**src/rtl/uart_cfg.sv**
```systemverilog
// uart_cfg -- configurable full-duplex UART with 16x oversampling.
//
// Purpose: one transmitter and one receiver. Both run off a runtime clock
// divisor that sets the rate of a 16x oversample tick, so every serial bit
// lasts 16 ticks. The frame format (parity mode, one or two stop bits) is
// captured when each frame starts.
//
// Optional feature macro: UART_CFG_PARITY_EN
//   defined   -> even/odd parity generation and checking, PARITY states exist
//   undefined -> parity_mode_i ignored, rx_parity_err_o tied 0
//
// Ports:
//   clk_i, rst_i        clock, synchronous active-high reset
//   div_i               clk_i cycles per oversample tick (0 and 1 mean every cycle)
//   parity_mode_i       00 none, 01 even, 10 odd, 11 none
//   stop2_i             0 = one stop bit, 1 = two stop bits
//   rx_i                asynchronous serial input
//   rx_ready_i          consumer accepts the held word
//   rx_valid_o          received word held
//   rx_data_o           received word, LSB first on the line
//   rx_frame_err_o      a stop sample was 0
//   rx_parity_err_o     parity mismatch
//   rx_overrun_o        an unread word was overwritten
//   tx_valid_i/tx_data_i/tx_ready_o  transmit handshake
//   tx_o                serial output, idles high
//   tx_done_tick_o      one-cycle pulse on the last cycle of the final stop bit
module uart_cfg #(
  parameter int DATA_BITS = 8,
  parameter int DIV_W     = 16
) (
  input  logic                 clk_i,
  input  logic                 rst_i,
  input  logic [DIV_W-1:0]     div_i,
  input  logic [1:0]           parity_mode_i,
  input  logic                 stop2_i,
  input  logic                 rx_i,
  input  logic                 rx_ready_i,
  output logic                 rx_valid_o,
  output logic [DATA_BITS-1:0] rx_data_o,
  output logic                 rx_frame_err_o,
  output logic                 rx_parity_err_o,
  output logic                 rx_overrun_o,
  input  logic                 tx_valid_i,
  input  logic [DATA_BITS-1:0] tx_data_i,
  output logic                 tx_ready_o,
  output logic                 tx_o,
  output logic                 tx_done_tick_o
);

  typedef enum logic [2:0] {
    ST_IDLE,
    ST_START,
    ST_DATA,
`ifdef UART_CFG_PARITY_EN
    ST_PARITY,
`endif
    ST_STOP
  } state_e;

  localparam logic [3:0] LastBit = 4'(DATA_BITS - 1);

  // Receive tick is free running. The divisor is captured at each wrap so a
  // new div_i never truncates or overruns a count already in progress.
  logic [DIV_W-1:0] rx_div_cnt_q, rx_div_q;
  logic             rx_tick;
  assign rx_tick = (rx_div_q <= DIV_W'(1)) || (rx_div_cnt_q == rx_div_q - DIV_W'(1));

  always_ff @(posedge clk_i) begin
    if (rst_i || rx_tick) begin
      rx_div_cnt_q <= '0;
      rx_div_q     <= div_i;
    end else begin
      rx_div_cnt_q <= rx_div_cnt_q + DIV_W'(1);
    end
  end

  // Transmit tick restarts at the handshake so that the start bit, and with
  // it every following bit, is exactly 16 ticks long.
  logic [DIV_W-1:0] tx_div_cnt_q, tx_div_q;
  logic             tx_tick, tx_start;
  assign tx_tick = (tx_div_q <= DIV_W'(1)) || (tx_div_cnt_q == tx_div_q - DIV_W'(1));

  always_ff @(posedge clk_i) begin
    if (rst_i || tx_start || tx_tick) begin
      tx_div_cnt_q <= '0;
      tx_div_q     <= div_i;
    end else begin
      tx_div_cnt_q <= tx_div_cnt_q + DIV_W'(1);
    end
  end

  // Two-flop synchronizer; reset to the idle line level.
  logic [1:0] rx_sync_q;
  logic       rx_s;
  assign rx_s = rx_sync_q[1];

  always_ff @(posedge clk_i) begin
    if (rst_i) rx_sync_q <= 2'b11;
    else       rx_sync_q <= {rx_sync_q[0], rx_i};
  end

  // ---------------- transmitter ----------------
  state_e               tx_state_q, tx_state_d;
  logic [3:0]           tx_tcnt_q, tx_tcnt_d, tx_bcnt_q, tx_bcnt_d;
  logic [DATA_BITS-1:0] tx_shift_q, tx_shift_d;
  logic                 tx_stop2_q, tx_stop2_d;
  logic                 tx_bit_end;
`ifdef UART_CFG_PARITY_EN
  logic                 tx_par_q, tx_par_d, tx_paren_q, tx_paren_d;
`endif

  assign tx_start   = (tx_state_q == ST_IDLE) && tx_valid_i;
  assign tx_bit_end = tx_tick && (tx_tcnt_q == 4'd15);

  always_comb begin
    tx_state_d     = tx_state_q;
    tx_tcnt_d      = tx_tcnt_q;
    tx_bcnt_d      = tx_bcnt_q;
    tx_shift_d     = tx_shift_q;
    tx_stop2_d     = tx_stop2_q;
`ifdef UART_CFG_PARITY_EN
    tx_par_d       = tx_par_q;
    tx_paren_d     = tx_paren_q;
`endif
    tx_ready_o     = 1'b0;
    tx_o           = 1'b1;
    tx_done_tick_o = 1'b0;
    if (tx_tick) tx_tcnt_d = tx_tcnt_q + 4'd1;
    case (tx_state_q)
      ST_IDLE: begin
        tx_ready_o = 1'b1;
        if (tx_valid_i) begin
          tx_state_d = ST_START;
          tx_shift_d = tx_data_i;
          tx_stop2_d = stop2_i;
          tx_tcnt_d  = '0;
          tx_bcnt_d  = '0;
`ifdef UART_CFG_PARITY_EN
          tx_paren_d = (parity_mode_i == 2'b01) || (parity_mode_i == 2'b10);
          tx_par_d   = (^tx_data_i) ^ (parity_mode_i == 2'b10);
`endif
        end
      end
      ST_START: begin
        tx_o = 1'b0;
        if (tx_bit_end) tx_state_d = ST_DATA;
      end
      ST_DATA: begin
        tx_o = tx_shift_q[0];
        if (tx_bit_end) begin
          tx_shift_d = tx_shift_q >> 1;
          tx_bcnt_d  = tx_bcnt_q + 4'd1;
          if (tx_bcnt_q == LastBit) begin
            tx_bcnt_d  = '0;
`ifdef UART_CFG_PARITY_EN
            tx_state_d = tx_paren_q ? ST_PARITY : ST_STOP;
`else
            tx_state_d = ST_STOP;
`endif
          end
        end
      end
`ifdef UART_CFG_PARITY_EN
      ST_PARITY: begin
        tx_o = tx_par_q;
        if (tx_bit_end) tx_state_d = ST_STOP;
      end
`endif
      ST_STOP: begin
        // tx_bcnt counts completed stop bits here.
        if (tx_bit_end) begin
          if (tx_stop2_q && (tx_bcnt_q == 4'd0)) begin
            tx_bcnt_d = 4'd1;
          end else begin
            tx_done_tick_o = 1'b1;
            tx_state_d     = ST_IDLE;
          end
        end
      end
      default: tx_state_d = ST_IDLE;
    endcase
  end

  always_ff @(posedge clk_i) begin
    if (rst_i) begin
      tx_state_q <= ST_IDLE;
      tx_tcnt_q  <= '0;
      tx_bcnt_q  <= '0;
      tx_shift_q <= '0;
      tx_stop2_q <= 1'b0;
`ifdef UART_CFG_PARITY_EN
      tx_par_q   <= 1'b0;
      tx_paren_q <= 1'b0;
`endif
    end else begin
      tx_state_q <= tx_state_d;
      tx_tcnt_q  <= tx_tcnt_d;
      tx_bcnt_q  <= tx_bcnt_d;
      tx_shift_q <= tx_shift_d;
      tx_stop2_q <= tx_stop2_d;
`ifdef UART_CFG_PARITY_EN
      tx_par_q   <= tx_par_d;
      tx_paren_q <= tx_paren_d;
`endif
    end
  end

  // ---------------- receiver ----------------
  state_e               rx_state_q, rx_state_d;
  logic [3:0]           rx_tcnt_q, rx_tcnt_d, rx_bcnt_q, rx_bcnt_d;
  logic [DATA_BITS-1:0] rx_shift_q, rx_shift_d;
  logic                 rx_stop2_q, rx_stop2_d, rx_ferr_q, rx_ferr_d;
  logic                 rx_sample, rx_done, rx_done_ferr;
`ifdef UART_CFG_PARITY_EN
  logic                 rx_paren_q, rx_paren_d, rx_odd_q, rx_odd_d, rx_perr_q, rx_perr_d;
`endif

  // START tracks ticks from the falling edge; 16 ticks after its 8th tick
  // land at the centre of each following bit.
  assign rx_sample = rx_tick && (rx_tcnt_q == 4'd15);

  always_comb begin
    rx_state_d   = rx_state_q;
    rx_tcnt_d    = rx_tcnt_q;
    rx_bcnt_d    = rx_bcnt_q;
    rx_shift_d   = rx_shift_q;
    rx_stop2_d   = rx_stop2_q;
    rx_ferr_d    = rx_ferr_q;
`ifdef UART_CFG_PARITY_EN
    rx_paren_d   = rx_paren_q;
    rx_odd_d     = rx_odd_q;
    rx_perr_d    = rx_perr_q;
`endif
    rx_done      = 1'b0;
    rx_done_ferr = 1'b0;
    if (rx_tick) rx_tcnt_d = rx_tcnt_q + 4'd1;
    case (rx_state_q)
      ST_IDLE: begin
        if (!rx_s) begin
          rx_state_d = ST_START;
          rx_tcnt_d  = '0;
          rx_bcnt_d  = '0;
          rx_ferr_d  = 1'b0;
          rx_stop2_d = stop2_i;
`ifdef UART_CFG_PARITY_EN
          rx_perr_d  = 1'b0;
          rx_paren_d = (parity_mode_i == 2'b01) || (parity_mode_i == 2'b10);
          rx_odd_d   = (parity_mode_i == 2'b10);
`endif
        end
      end
      ST_START: begin
        // A start bit that is gone by mid-bit is treated as a glitch.
        if (rx_tick && (rx_tcnt_q == 4'd7)) begin
          rx_tcnt_d  = '0;
          rx_state_d = rx_s ? ST_IDLE : ST_DATA;
        end
      end
      ST_DATA: begin
        if (rx_sample) begin
          rx_shift_d = {rx_s, rx_shift_q[DATA_BITS-1:1]};
          rx_bcnt_d  = rx_bcnt_q + 4'd1;
          if (rx_bcnt_q == LastBit) begin
            rx_bcnt_d  = '0;
`ifdef UART_CFG_PARITY_EN
            rx_state_d = rx_paren_q ? ST_PARITY : ST_STOP;
`else
            rx_state_d = ST_STOP;
`endif
          end
        end
      end
`ifdef UART_CFG_PARITY_EN
      ST_PARITY: begin
        if (rx_sample) begin
          rx_perr_d  = rx_s ^ (^rx_shift_q) ^ rx_odd_q;
          rx_state_d = ST_STOP;
        end
      end
`endif
      ST_STOP: begin
        if (rx_sample) begin
          rx_ferr_d = rx_ferr_q | ~rx_s;
          if (rx_stop2_q && (rx_bcnt_q == 4'd0)) begin
            rx_bcnt_d = 4'd1;
          end else begin
            rx_done      = 1'b1;
            rx_done_ferr = rx_ferr_q | ~rx_s;
            rx_state_d   = ST_IDLE;
          end
        end
      end
      default: rx_state_d = ST_IDLE;
    endcase
  end

  always_ff @(posedge clk_i) begin
    if (rst_i) begin
      rx_state_q <= ST_IDLE;
      rx_tcnt_q  <= '0;
      rx_bcnt_q  <= '0;
      rx_shift_q <= '0;
      rx_stop2_q <= 1'b0;
      rx_ferr_q  <= 1'b0;
`ifdef UART_CFG_PARITY_EN
      rx_paren_q <= 1'b0;
      rx_odd_q   <= 1'b0;
      rx_perr_q  <= 1'b0;
`endif
    end else begin
      rx_state_q <= rx_state_d;
      rx_tcnt_q  <= rx_tcnt_d;
      rx_bcnt_q  <= rx_bcnt_d;
      rx_shift_q <= rx_shift_d;
      rx_stop2_q <= rx_stop2_d;
      rx_ferr_q  <= rx_ferr_d;
`ifdef UART_CFG_PARITY_EN
      rx_paren_q <= rx_paren_d;
      rx_odd_q   <= rx_odd_d;
      rx_perr_q  <= rx_perr_d;
`endif
    end
  end

  // Output holding register. A completion always wins over the handshake so
  // a word arriving on the accept cycle is kept; overrun marks only a word
  // that replaced one nobody read.
  logic [DATA_BITS-1:0] rx_data_q;
  logic                 rx_valid_q, rx_frame_err_q, rx_overrun_q;

  always_ff @(posedge clk_i) begin
    if (rst_i) begin
      rx_data_q      <= '0;
      rx_valid_q     <= 1'b0;
      rx_frame_err_q <= 1'b0;
      rx_overrun_q   <= 1'b0;
    end else if (rx_done) begin
      rx_data_q      <= rx_shift_q;
      rx_valid_q     <= 1'b1;
      rx_frame_err_q <= rx_done_ferr;
      rx_overrun_q   <= rx_valid_q && !rx_ready_i;
    end else if (rx_valid_q && rx_ready_i) begin
      rx_valid_q     <= 1'b0;
      rx_overrun_q   <= 1'b0;
    end
  end

`ifdef UART_CFG_PARITY_EN
  logic rx_parity_err_q;

  always_ff @(posedge clk_i) begin
    if (rst_i)        rx_parity_err_q <= 1'b0;
    else if (rx_done) rx_parity_err_q <= rx_perr_q;
  end

  assign rx_parity_err_o = rx_parity_err_q;
`else
  logic unused_parity_mode;
  assign unused_parity_mode = ^parity_mode_i;
  assign rx_parity_err_o    = 1'b0;
`endif

  assign rx_data_o      = rx_data_q;
  assign rx_valid_o     = rx_valid_q;
  assign rx_frame_err_o = rx_frame_err_q;
  assign rx_overrun_o   = rx_overrun_q;

endmodule

```
**config.mk**
```make
export PLATFORM = sky130hd
export DESIGN_NAME = uart_cfg
export DESIGN_NICKNAME = d
export VERILOG_FILES = /design/src/rtl/uart_cfg.sv
export SDC_FILE = /design/constraint.sdc
export NUM_CORES = 1
export LEC_CHECK = 0
export ABC_AREA = 1
export ABC_CLOCK_PERIOD_IN_PS = 4300
export CAP_MARGIN = 10
export CORE_MARGIN = 4
export CORE_UTILIZATION = 35
export CTS_CLUSTER_SIZE = 8
export DETAILED_ROUTE_END_ITERATION = 12
export MAX_ROUTING_LAYER = met4
export PLACE_DENSITY = 0.56
export SYNTH_ARGS = -nofsm -noshare
export SYNTH_HDL_FRONTEND = slang
export SYNTH_SLANG_ARGS = --single-unit
```
**constraint.sdc**
```tcl
create_clock -name clk_i -period 4.3 [get_ports clk_i]
set_input_delay 1.29 -clock clk_i [delete_from_list [all_inputs] [get_ports clk_i]]
set_output_delay 1.29 -clock clk_i [all_outputs]
set_load 0.01 [all_outputs]
```
==> reports/results.md, run 1 <==
• **FF+latch count, synth** 116
• **Detail Route Antenna Nets** 0
• **clock input transition at the sequential cells of the worst setup and hold paths** 0.05 ns
• **Worst Path Max Fanout** 4
• **effective utilization at floorplan** 35.8%
• **Setup-failing EPs final** 0
• **leading cell type in the layout, fill and taps excluded** sky130_fd_sc_hd__nand2_1
• **cell depth of the worst hold path** 1
• **number of vias per cell** 4.66
• **number of placed instances, taps included** 1162
• **final hold vios** 0
• **Reg-to-Reg Start** rx_div_q[0]$_DFFE_PP_
• **routed via count** 5570
• **normalized max-slew margin** 36.7%
• **destination of the worst hold path** rx_sync_q[1]$_SDFF_PP1_
• **internal power consumption** 0.00252 W
• **final estimated routing congestion in global placement** 0.855
• **Power Density** 467 nW/um2
• **cts-stage hold buffer count** 0
• **clock sink total** 116
• **largest stage delay on the critical path** 0.39 ns
• **required time of the worst setup path** 3.01 ns
• **number of flops mapped to enable cells by yosys** 32
• **total iterations of the first detailed-routing run** 5
• **share of power burned in combinational logic** 23.9%
• **CP startpoint** tx_div_q[0]$_DFFE_PP_
• **Critical Path Start Type** flop
• **wire length of the first global-routing pass** 25100 um
• **cells on worst reg2reg path** 15
• **Switching Share** 31.2%
• **Synth Net Count** 946
• **worst hold path class** flop to flop
• **crit path DAT** 2.76 ns
• **cell row count** 49
• **post-route insts no fill** 1196
• **worst-margin pin slew** 0.946 ns
• **crit path kind** flop to output port
• **TritonCTS buffer count** 17
• **net switching power of the design** 0.00115 W
• **slowest stage cell on the critical path** sky130_fd_sc_hd__edfxtp_1
• **critical path, cell by cell** inv_1 > ha_4 > nand2_1 > nor2_2 > xor2_1 > or2_2 > nand2_1 > nand3b_1 > nor3_2 > nand3_1 > o21ai_2 > nand2_1 > nor2_1 > dlygate4sd2_1
• **LEAKAGE** 3.22 nW
• **overall routed net length** 14800 um
• **crit path time final** 4.05 ns
• **most used cell, CP** sky130_fd_sc_hd__nand2_1
• **buffer type at the clock tree root** sky130_fd_sc_hd__clkbuf_16
• **ys async rst share** 0%
• **number of maximum-capacitance constraint violations** 0
• **clock tree from TritonCTS** built
• **smallest hold slack** 0.406 ns
• **y dimension of the die** 144 um
• **post-synthesis sequential area ratio** 40.6%
• **buffers and inverters on the worst path** 2
• **warning count from the yosys run** 0
• **CTS H-tree depth** 4
• **total global-route track usage** 15.5%
• **Period Utilization, post-route** 94.3%
• **number of antenna violations at the first check in global routing** 1
• **ys flop type** sky130_fd_sc_hd__dfxtp_1
• **Final nets** 1001
• **outcome** complete, no violations
• **count of buffers from port buffering** 43
• **aggregate global routing overflow** 0
• **via count of the first global-routing pass** 5233
• **Starting DRT DRC Count** 315
• **overall power after layout** 0.00367 W
• **gate count of the mapped netlist** 898
• **I/O pin count** 47
• **hold_sp** rx_sync_q[0]$_SDFF_PP1_
• **top library cells by usage in the layout, fill and taps aside** 223 x sky130_fd_sc_hd__nand2_1, 125 x sky130_fd_sc_hd__nor2_1, 104 x sky130_fd_sc_hd__inv_1
• **part of the power in the clock network** 39.0%
• **proportion of power drawn by flip-flops and latches** 37.1%
• **maximum number of pins on one net before global-route repair** 33
• **average wire per cell in the routed design** 12.3 um
• **count of unique library cells instantiated by Yosys** 42
• **Netlist Area Pre-Place** 6500 um2
• **share of the core filled with cells** 43.3%
• **register-to-register setup slack** 1.09 ns
• **setup tns final** 0 ns
• **synthesized area divided by synthesized cell count** 7.24 um2
• **Die Width** 144 um
• **Filler Cell Count** 1880
• **largest clock skew in the final design** 0.0147 ns
• **die area** 20800 um2
• **later-pin clock latency in the skew report** 0.42 ns
• **critical path capture point type** output port
• **largest voltage drop on the vdd net** 0.000291 V
• **r2r endpoint** rx_div_cnt_q[9]$_SDFF_PP0_
• **family of cells with the greatest summed delay on the critical path** simple AND/OR/NAND/NOR gates
• **Layout area overhead** 20.7%
• **drt drc** 0
• **Max Root-Sink Buffers** 2
• **share of layout cells above drive strength 1** 7.87%
• **maximum clock frequency** 0.247 GHz
• **Core Footprint** 18100 um2
• **post-detail-place hpwl** 10800 um
• **final count of pins violating max slew** 0
## final cells by class
cell class,count,area [um2],area share (%)
well taps,229,287,3.65
flip-flops and latches,116,2640,33.7
clock inverters,8,95.1,1.21
repair buffers,48,467,5.95
multi-input cells,662,3450,43.9
diodes,1,2.50,0.0319
clock buffers,24,503,6.41
inverters,108,405,5.16
## worst max-delay path by stage
| stage | to | slack, ns | cells after the start |
|---|---|---|---|
| global route | tx_done_tick_o | -0.002 | 13 |
| detailed placement | tx_done_tick_o | 0.17 | 14 |
| finish | tx_done_tick_o | 0.25 | 14 |
| floorplan | tx_done_tick_o | 1.06 | 13 |
| CTS | tx_done_tick_o | 0.07 | 14 |
| global placement | tx_done_tick_o | 0.24 | 14 |
## cell families (layout without fill, tap and decap cells)
family                   after synthesis  after routing  share of synthesized area [%]
adder cells (fa/ha/maj)               16             16                           3.08
multiplexers                           6              6                          0.923
buffers and inverters                120            188                           7.19
XOR/XNOR                              53             53                           7.14
flip-flops                           116            116                           40.6
AO/OA/AOI/OAI                         80             80                           6.60
other                                  1              2                         0.0577
AND/OR/NAND/NOR                      506            506                           34.4
## power by group through the flow
stage | Sequential, W | Combinational, W | Clock [W]
5_1_grt | 0.00138 | 0.00101 | 0.00152
2_1_floorplan | 0.00135 | 0.000673 | 0
4_1_cts | 0.00136 | 0.000871 | 0.00147
3_3_place_gp | 0.00138 | 0.000859 | 0
6_report | 0.00136 | 0.000876 | 0.00143
3_5_place_dp | 0.00138 | 0.000862 | 0
## routing by layer
layer	routed length (um)	vias up	track usage, %
li1	-	3002	-
met1	7550	2472	20.7
met2	6490	92	23.2
met3	646	4	3.87
met4	66	0	4.71
met5	0	-	-
## through the flow
stage / instance area (um2) / setup slack (ns)
after CTS: 7800 / 0.0664
after floorplan: 6500 / 1.06
final: 7850 / 0.246
after detailed placement: 7190 / 0.175
after global routing: 7850 / -0.00171
after global placement: 7190 / 0.241
## Yosys cell counts, types with 3 or more instances
cell                        instances  area, um2
sky130_fd_sc_hd__a21oi_1           49        245
sky130_fd_sc_hd__and3_1             3       18.8
sky130_fd_sc_hd__clkbuf_1           6       22.5
sky130_fd_sc_hd__dfxtp_1           84       1680
sky130_fd_sc_hd__edfxtp_1          32        961
sky130_fd_sc_hd__ha_1              16        200
sky130_fd_sc_hd__inv_1            104        390
sky130_fd_sc_hd__inv_2              3       11.3
sky130_fd_sc_hd__mux2i_1            6       60.1
sky130_fd_sc_hd__nand2_1          223        837
sky130_fd_sc_hd__nand2_2            5       31.3
sky130_fd_sc_hd__nand3_1           65        325
sky130_fd_sc_hd__nand3b_1           8       60.1
sky130_fd_sc_hd__nand4_1           13       81.3
sky130_fd_sc_hd__nor2_1           130        488
sky130_fd_sc_hd__nor2_2             7       43.8
sky130_fd_sc_hd__nor2_4             3       33.8
sky130_fd_sc_hd__nor3_1            22        110
sky130_fd_sc_hd__nor3b_1            6       45.0
sky130_fd_sc_hd__nor4_1             6       37.5
sky130_fd_sc_hd__o2111ai_1          3       26.3
sky130_fd_sc_hd__o211ai_1           3       22.5
sky130_fd_sc_hd__o21ai_0           20        100
sky130_fd_sc_hd__or2_2              8       50.1
sky130_fd_sc_hd__xnor2_1            9       78.8
sky130_fd_sc_hd__xor2_1            44        385
## worst reg2reg max path: stages, from the launching register on
cell and delay (ns):
sky130_fd_sc_hd__edfxtp_1 0.47, sky130_fd_sc_hd__inv_1 0.22, sky130_fd_sc_hd__ha_1 0.35, sky130_fd_sc_hd__nand2_2 0.16
sky130_fd_sc_hd__nor2_4 0.23, sky130_fd_sc_hd__nand2_1 0.07, sky130_fd_sc_hd__nand2_1 0.06, sky130_fd_sc_hd__nand2_1 0.08
sky130_fd_sc_hd__inv_2 0.05, sky130_fd_sc_hd__nor2_1 0.03, sky130_fd_sc_hd__nand2_1 0.07, sky130_fd_sc_hd__nor2_2 0.05
sky130_fd_sc_hd__nand2_2 0.09, sky130_fd_sc_hd__nand3_1 0.58, sky130_fd_sc_hd__buf_4 0.45, sky130_fd_sc_hd__nor3b_1 0.19
## sequential cells by signal (all words and copies together) (netlist names), 4 cells and up
name,flops
rx_div_cnt_q,16
rx_div_q,16
tx_div_cnt_q,16
tx_div_q,16
rx_data_o,8
rx_shift_q,8
tx_shift_q,8
rx_bcnt_q,4
rx_tcnt_q,4
tx_bcnt_q,4
tx_tcnt_q,4
## what timing repair did
| item | 4_1_cts | 5_1_grt |
|---|---|---|
| gates cloned | 0 | 0 |
| buffers inserted | 1 | 0 |
| setup endpoints to repair | 1 | 1 |
| gates resized for setup | 3 | 11 |
No activity file was read; power rests on OpenSTA's default activity.
==> run 2: changes to the inputs <==
ABC_AREA = default   (was 1)
==> run 2 against run 1 <==
Effect of this change: design area shrank 3.4%; final cell count fell by 21%; area after synthesis decreased by 6.4%; clock skew fell by 0.0076 ns; die area decreased by 6.1%; sequential share of layout area rose by 1.2 points; sequential power decreased by 4%; critical path type unchanged; critical endpoint unchanged; largest cell class unchanged.
==> reports/results.md, run 2 <==
• **outcome** complete, no violations
• **count of buffers from port buffering** 43
• **critical path capture point type** output port
• **clock sink total** 116
• **Core Footprint** 16800 um2
• **FF+latch count, synth** 116
• **worst hold path class** flop to flop
• **most common cell in the synthesized netlist** sky130_fd_sc_hd__nor2_1
• **top cells by count, synth** 103 x sky130_fd_sc_hd__nor2_1, 84 x sky130_fd_sc_hd__dfxtp_1, 39 x sky130_fd_sc_hd__nand3_1
• **slowest stage cell on the critical path** sky130_fd_sc_hd__edfxtp_1
• **overall routed net length** 13700 um
• **effective utilization at floorplan** 36.2%
• **routed via count** 4851
• **overall power after layout** 0.00336 W
• **largest clock skew in the final design** 0.00706 ns
• **share of layout cells above drive strength 1** 13.9%
• **LEAKAGE** 2.74 nW
• **Worst Path Max Fanout** 6
• **y dimension of the die** 140 um
• **largest stage delay on the critical path** 0.42 ns
• **number of flops mapped to enable cells by yosys** 32
• **required time of the worst setup path** 3.01 ns
• **gate count of the mapped netlist** 644
• **share of the core filled with cells** 45.1%
• **via count of the first global-routing pass** 4731
• **ys flop type** sky130_fd_sc_hd__dfxtp_1
• **number of vias per cell** 5.14
• **Period Utilization, post-route** 95.6%
• **number of antenna violations at the first check in global routing** 2
• **setup tns final** 0 ns
• **final hold vios** 0
• **drt drc** 0
• **Power Density** 443 nW/um2
• **aggregate global routing overflow** 0
• **Final nets** 758
• **Yosys top cell by area** sky130_fd_sc_hd__dfxtp_1
• **post-synthesis sequential area ratio** 43.4%
• **leading cell type in the layout, fill and taps excluded** sky130_fd_sc_hd__nor2_1
• **die area** 19600 um2
• **post-detail-place hpwl** 9670 um
• **later-pin clock latency in the skew report** 0.41 ns
• **ys async rst share** 0%
• **wire length of the first global-routing pass** 23200 um
• **maximum number of pins on one net before global-route repair** 46
• **crit path DAT** 2.82 ns
• **number of maximum-capacitance constraint violations** 0
• **most used cell, CP** sky130_fd_sc_hd__nor4_4
• **area share of the leading cell type in the synthesized netlist** 27.6%
• **smallest hold slack** 0.414 ns
• **top library cells by usage in the layout, fill and taps aside** 102 x sky130_fd_sc_hd__nor2_1, 84 x sky130_fd_sc_hd__dfxtp_1, 42 x sky130_fd_sc_hd__clkdlybuf4s50_1
• **RSZ-0062 raised after global routing** no
• **I/O pin count** 47
• **critical path, cell by cell** nor4_4 > buf_4 > nor2b_2 > a41o_1 > nand3_2 > nor4_4 > a31oi_2 > or2_4 > nor2_4 > buf_6
• **buffer type at the clock tree root** sky130_fd_sc_hd__clkbuf_16
• **Critical Path Start Type** flop
• **Die Width** 140 um
• **final estimated routing congestion in global placement** 0.875
• **Netlist Area Pre-Place** 6090 um2
• **Detail Route Antenna Nets** 0
• **count of unique library cells instantiated by Yosys** 76
• **warning count from the yosys run** 0
• **worst-margin pin slew** 0.723 ns
• **Setup-failing EPs final** 0
• **clock input transition at the sequential cells of the worst setup and hold paths** 0.06 ns
• **total iterations of the first detailed-routing run** 5
• **Synth Net Count** 692
• **total global-route track usage** 14.9%
• **TritonCTS buffer count** 17
• **crit path time final** 4.11 ns
• **main area contributors after synthesis** sky130_fd_sc_hd__dfxtp_1 28%, sky130_fd_sc_hd__edfxtp_1 16%, sky130_fd_sc_hd__nor2_1 6.4%
• **largest voltage drop on the vdd net** 0.000462 V
• **normalized max-slew margin** 51.6%
• **crit path kind** flop to output port
• **Max Root-Sink Buffers** 2
• **Layout area overhead** 24.5%
• **final count of pins violating max slew** 0
• **maximum clock frequency** 0.243 GHz
• **clock tree from TritonCTS** built
• **CTS H-tree depth** 4
• **cts-stage hold buffer count** 0
• **Starting DRT DRC Count** 255
• **average wire per cell in the routed design** 14.5 um
• **cell row count** 47
• **synthesized area divided by synthesized cell count** 9.45 um2
## run 2: report_power, final
group          internal, W  leakage, nW  switching, W
Combinational     0.000276         1.45      0.000347
Clock             0.000935        0.296      0.000504
Sequential         0.00123        0.998     0.0000745
Total              0.00244         2.74      0.000925
## run 2: routing by layer
metal | vias to the layer above | share of wire (%) | global-route usage [%]
met4 | 0 | 1.3 | 4.95
li1 | 2417 | - | -
met2 | 104 | 44 | 21.9
met3 | 19 | 4.7 | 4.05
met1 | 2311 | 50 | 19.9
met5 | - | 0 | -
## run 2: path summary, 6_finish.rpt
path,startpoint,end,slack (ns),cells past startpoint
setup / recovery,tx_div_q[2]$_DFFE_PP_,tx_done_tick_o,0.19,10
hold / removal,rx_sync_q[0]$_SDFF_PP1_,rx_sync_q[1]$_SDFF_PP1_,0.41,1
setup reg to reg,rx_div_q[0]$_DFFE_PP_,rx_shift_q[4]$_SDFFE_PP0P_,0.80,12
hold reg to reg,rx_sync_q[0]$_SDFF_PP1_,rx_sync_q[1]$_SDFF_PP1_,0.41,1
## run 2: kinds of logic after synthesis
family | Yosys count | synth area share [%]
AOI/OAI and AO/OA | 74 | 9.74
buffers and inverters | 50 | 3.54
adders and majority gates | 16 | 3.29
muxes | 29 | 4.87
xor gates and xnor gates | 68 | 9.78
other | 1 | 0.0616
DFF | 116 | 43.4
and+or+nand+nor | 290 | 25.3
## run 2: stage by stage
step | setup WS [ns] | std cells | area, um2
3_3_place_gp | 0.0928 | 905 | 6860
4_1_cts | 0.0733 | 940 | 7520
5_1_grt | 0.0255 | 944 | 7580
2_1_floorplan | 0.525 | 644 | 6090
3_5_place_dp | 0.106 | 905 | 6860
6_report | 0.190 | 944 | 7580
## run 2: final cells by class
cell class | instances | area (um2)
clock buffers | 21 | 493
clock inverters | 10 | 119
diodes | 2 | 5.00
repair buffers | 74 | 664
multi-input cells | 478 | 3290
fillers | 1616 | 9240
well taps | 220 | 275
flip-flops and latches | 116 | 2640
inverters | 23 | 86.3
## run 2: worst max-delay path, delay by kind of cell (launching register included)
kind,cells,cell delay (ns)
simple gates,6,1.29
flops,1,0.42
compound gates,2,0.38
buf+inv,2,0.32
## run 2: what timing repair did
item,CTS,global route
resized for setup,9,7
buffers inserted,4,2
pin swaps,6,10
endpoints found under the setup margin,1,1
==> run 3: changes to the inputs <==
CORE_ASPECT_RATIO = 0.6   (was default)
==> run 3 against run 2 <==
Effect of this change: count of clock-buffer cells in the layout fell by 3; clock power barely moved; design area barely moved; die area rose by 0.36%; worst setup slack got worse by 0.10 ns; non-clock buffer count did not move; critical path depth did not move; sequential share of layout area barely moved; critical path type unchanged; critical endpoint unchanged.
==> reports/results.md, run 3 (same netlist as run 2, synthesis figures left out) <==
• **normalized max-slew margin** 32.0%
• **effective utilization at floorplan** 35.6%
• **Period Utilization, post-route** 98.0%
• **Reg-to-Reg Start** rx_div_q[0]$_DFFE_PP_
• **overall routed net length** 14700 um
• **I/O pin count** 47
• **y dimension of the die** 110 um
• **required time of the worst setup path** 3.01 ns
• **average wire per cell in the routed design** 15.4 um
• **crit path DAT** 2.92 ns
• **Diodes inserted** 0
• **final non-filler cell area** 7590 um2
• **post-detail-place hpwl** 10700 um
• **routing usage on met3** 4.09%
• **critical path capture point type** output port
• **Layout area overhead** 24.6%
• **post-placement worst setup slack** -0.0168 ns
• **crit path time final** 4.21 ns
• **Starting DRT DRC Count** 382
• **LEAKAGE** 2.74 nW
• **via count of the first global-routing pass** 4537
• **Worst Path Max Fanout** 7
• **drt drc** 0
• **top library cells by usage in the layout, fill and taps aside** 102 x sky130_fd_sc_hd__nor2_1, 84 x sky130_fd_sc_hd__dfxtp_1, 42 x sky130_fd_sc_hd__clkdlybuf4s50_1
• **smallest hold slack** 0.421 ns
• **share of layout cells above drive strength 1** 14.2%
• **largest voltage drop on the vdd net** 0.000208 V
• **outcome** complete, no violations
• **Critical Path Start Type** flop
• **Max Root-Sink Buffers** 2
• **worst-margin pin slew** 1.02 ns
• **final count of pins violating max slew** 0
• **cell row count** 37
• **number of vias per cell** 5.06
• **number of antenna violations at the first check in global routing** 0
• **clock input transition at the sequential cells of the worst setup and hold paths** 0.05 ns
• **CP startpoint** tx_div_q[2]$_DFFE_PP_
• **total global-route track usage** 15.7%
• **RSZ-0062 raised after global routing** no
• **most heavily used metal layer in global routing** met1
• **aggregate global routing overflow** 0
• **clock sink total** 116
• **CTS H-tree depth** 4
• **leading cell type in the layout, fill and taps excluded** sky130_fd_sc_hd__nor2_1
• **buffer type at the clock tree root** sky130_fd_sc_hd__clkbuf_16
• **Setup-failing EPs final** 0
• **Core Footprint** 17100 um2
• **final estimated routing congestion in global placement** 0.880
• **maximum number of pins on one net before global-route repair** 46
• **die area** 19600 um2
• **cells on worst reg2reg path** 11
• **Final nets** 758
• **Detail Route Antenna Nets** 0
• **maximum clock frequency** 0.237 GHz
• **worst hold path class** flop to flop
• **Die Width** 178 um
• **cell depth of the worst hold path** 1
• **number of maximum-capacitance constraint violations** 0
• **TritonCTS buffer count** 17
• **met2 Track Usage GR** 20.7%
• **Power Density** 444 nW/um2
• **min setup slack post-route** 0.0880 ns
• **routed via count** 4844
• **final hold vios** 0
• **wire length of the first global-routing pass** 23500 um
• **later-pin clock latency in the skew report** 0.41 ns
• **hold_sp** rx_sync_q[0]$_SDFF_PP1_
• **cts-stage hold buffer count** 0
• **largest clock skew in the final design** 0.0107 ns
• **Post-DP Area** 6880 um2
• **clock tree from TritonCTS** built
• **GR met1 Demand/Resource** 23.2%
• **count of buffers from port buffering** 43
• **crit path kind** flop to output port
• **total iterations of the first detailed-routing run** 5
run 3: repair_timing:
action                                 in CTS  in global routing
endpoints found under the hold margin       0                  0
cloned                                      0                  0
buffers inserted                            1                  5
gates resized for setup                     9                  9
pin swaps                                   6                  6
setup endpoints to repair                   1                  1
run 3: worst max-delay path: stages (launching register included):
cell	delay (ns)
sky130_fd_sc_hd__edfxtp_1	0.44
sky130_fd_sc_hd__nor4_4	0.41
sky130_fd_sc_hd__buf_6	0.18
sky130_fd_sc_hd__nand4b_1	0.15
sky130_fd_sc_hd__xnor2_2	0.23
sky130_fd_sc_hd__nand3_2	0.12
sky130_fd_sc_hd__nor4_4	0.32
sky130_fd_sc_hd__a31oi_2	0.15
sky130_fd_sc_hd__or2_4	0.27
sky130_fd_sc_hd__nor2_4	0.11
sky130_fd_sc_hd__buf_2	0.13
run 3: path summary, 6_finish.rpt:
path | end | slack (ns)
max | tx_done_tick_o | 0.09
min | rx_sync_q[1]$_SDFF_PP1_ | 0.42
max reg2reg | rx_data_o[1]$_SDFFE_PP0P_ | 0.44
min reg2reg | rx_sync_q[1]$_SDFF_PP1_ | 0.42
run 3: where the power goes:
group	switching [W]	internal (W)
clock	0.000533	0.000891
sequential	0.0000787	0.00122
combinational	0.000357	0.000283
total	0.000969	0.00240
run 3: through the flow:
step	total power [W]	std cells	setup TNS (ns)	util, %
2_1_floorplan	0.00172	644	0	-
3_3_place_gp	0.00192	919	0	40.2
3_5_place_dp	0.00194	919	-0.0168	40.2
4_1_cts	0.00339	952	0	43.9
5_1_grt	0.00354	957	0	44.4
6_report	0.00337	957	0	44.4
run 3: cell type report:
cell class | count | area (um2)
timing repair buffer | 74 | 662
sequential | 116 | 2640
clock buffer | 18 | 450
clock inverter | 14 | 148
inverter | 23 | 86.3
multi-input combinational | 478 | 3310
fill | 1593 | 9500
tap | 234 | 293
run 3: metal layers:
| metal | vias to the layer above | part of all wire, % |
|---|---|---|
| met1 | 2293 | 53 |
| met4 | 0 | 1.2 |
| met3 | 20 | 5.5 |
| li1 | 2417 | - |
| met2 | 114 | 40 |
| met5 | - | 0 |
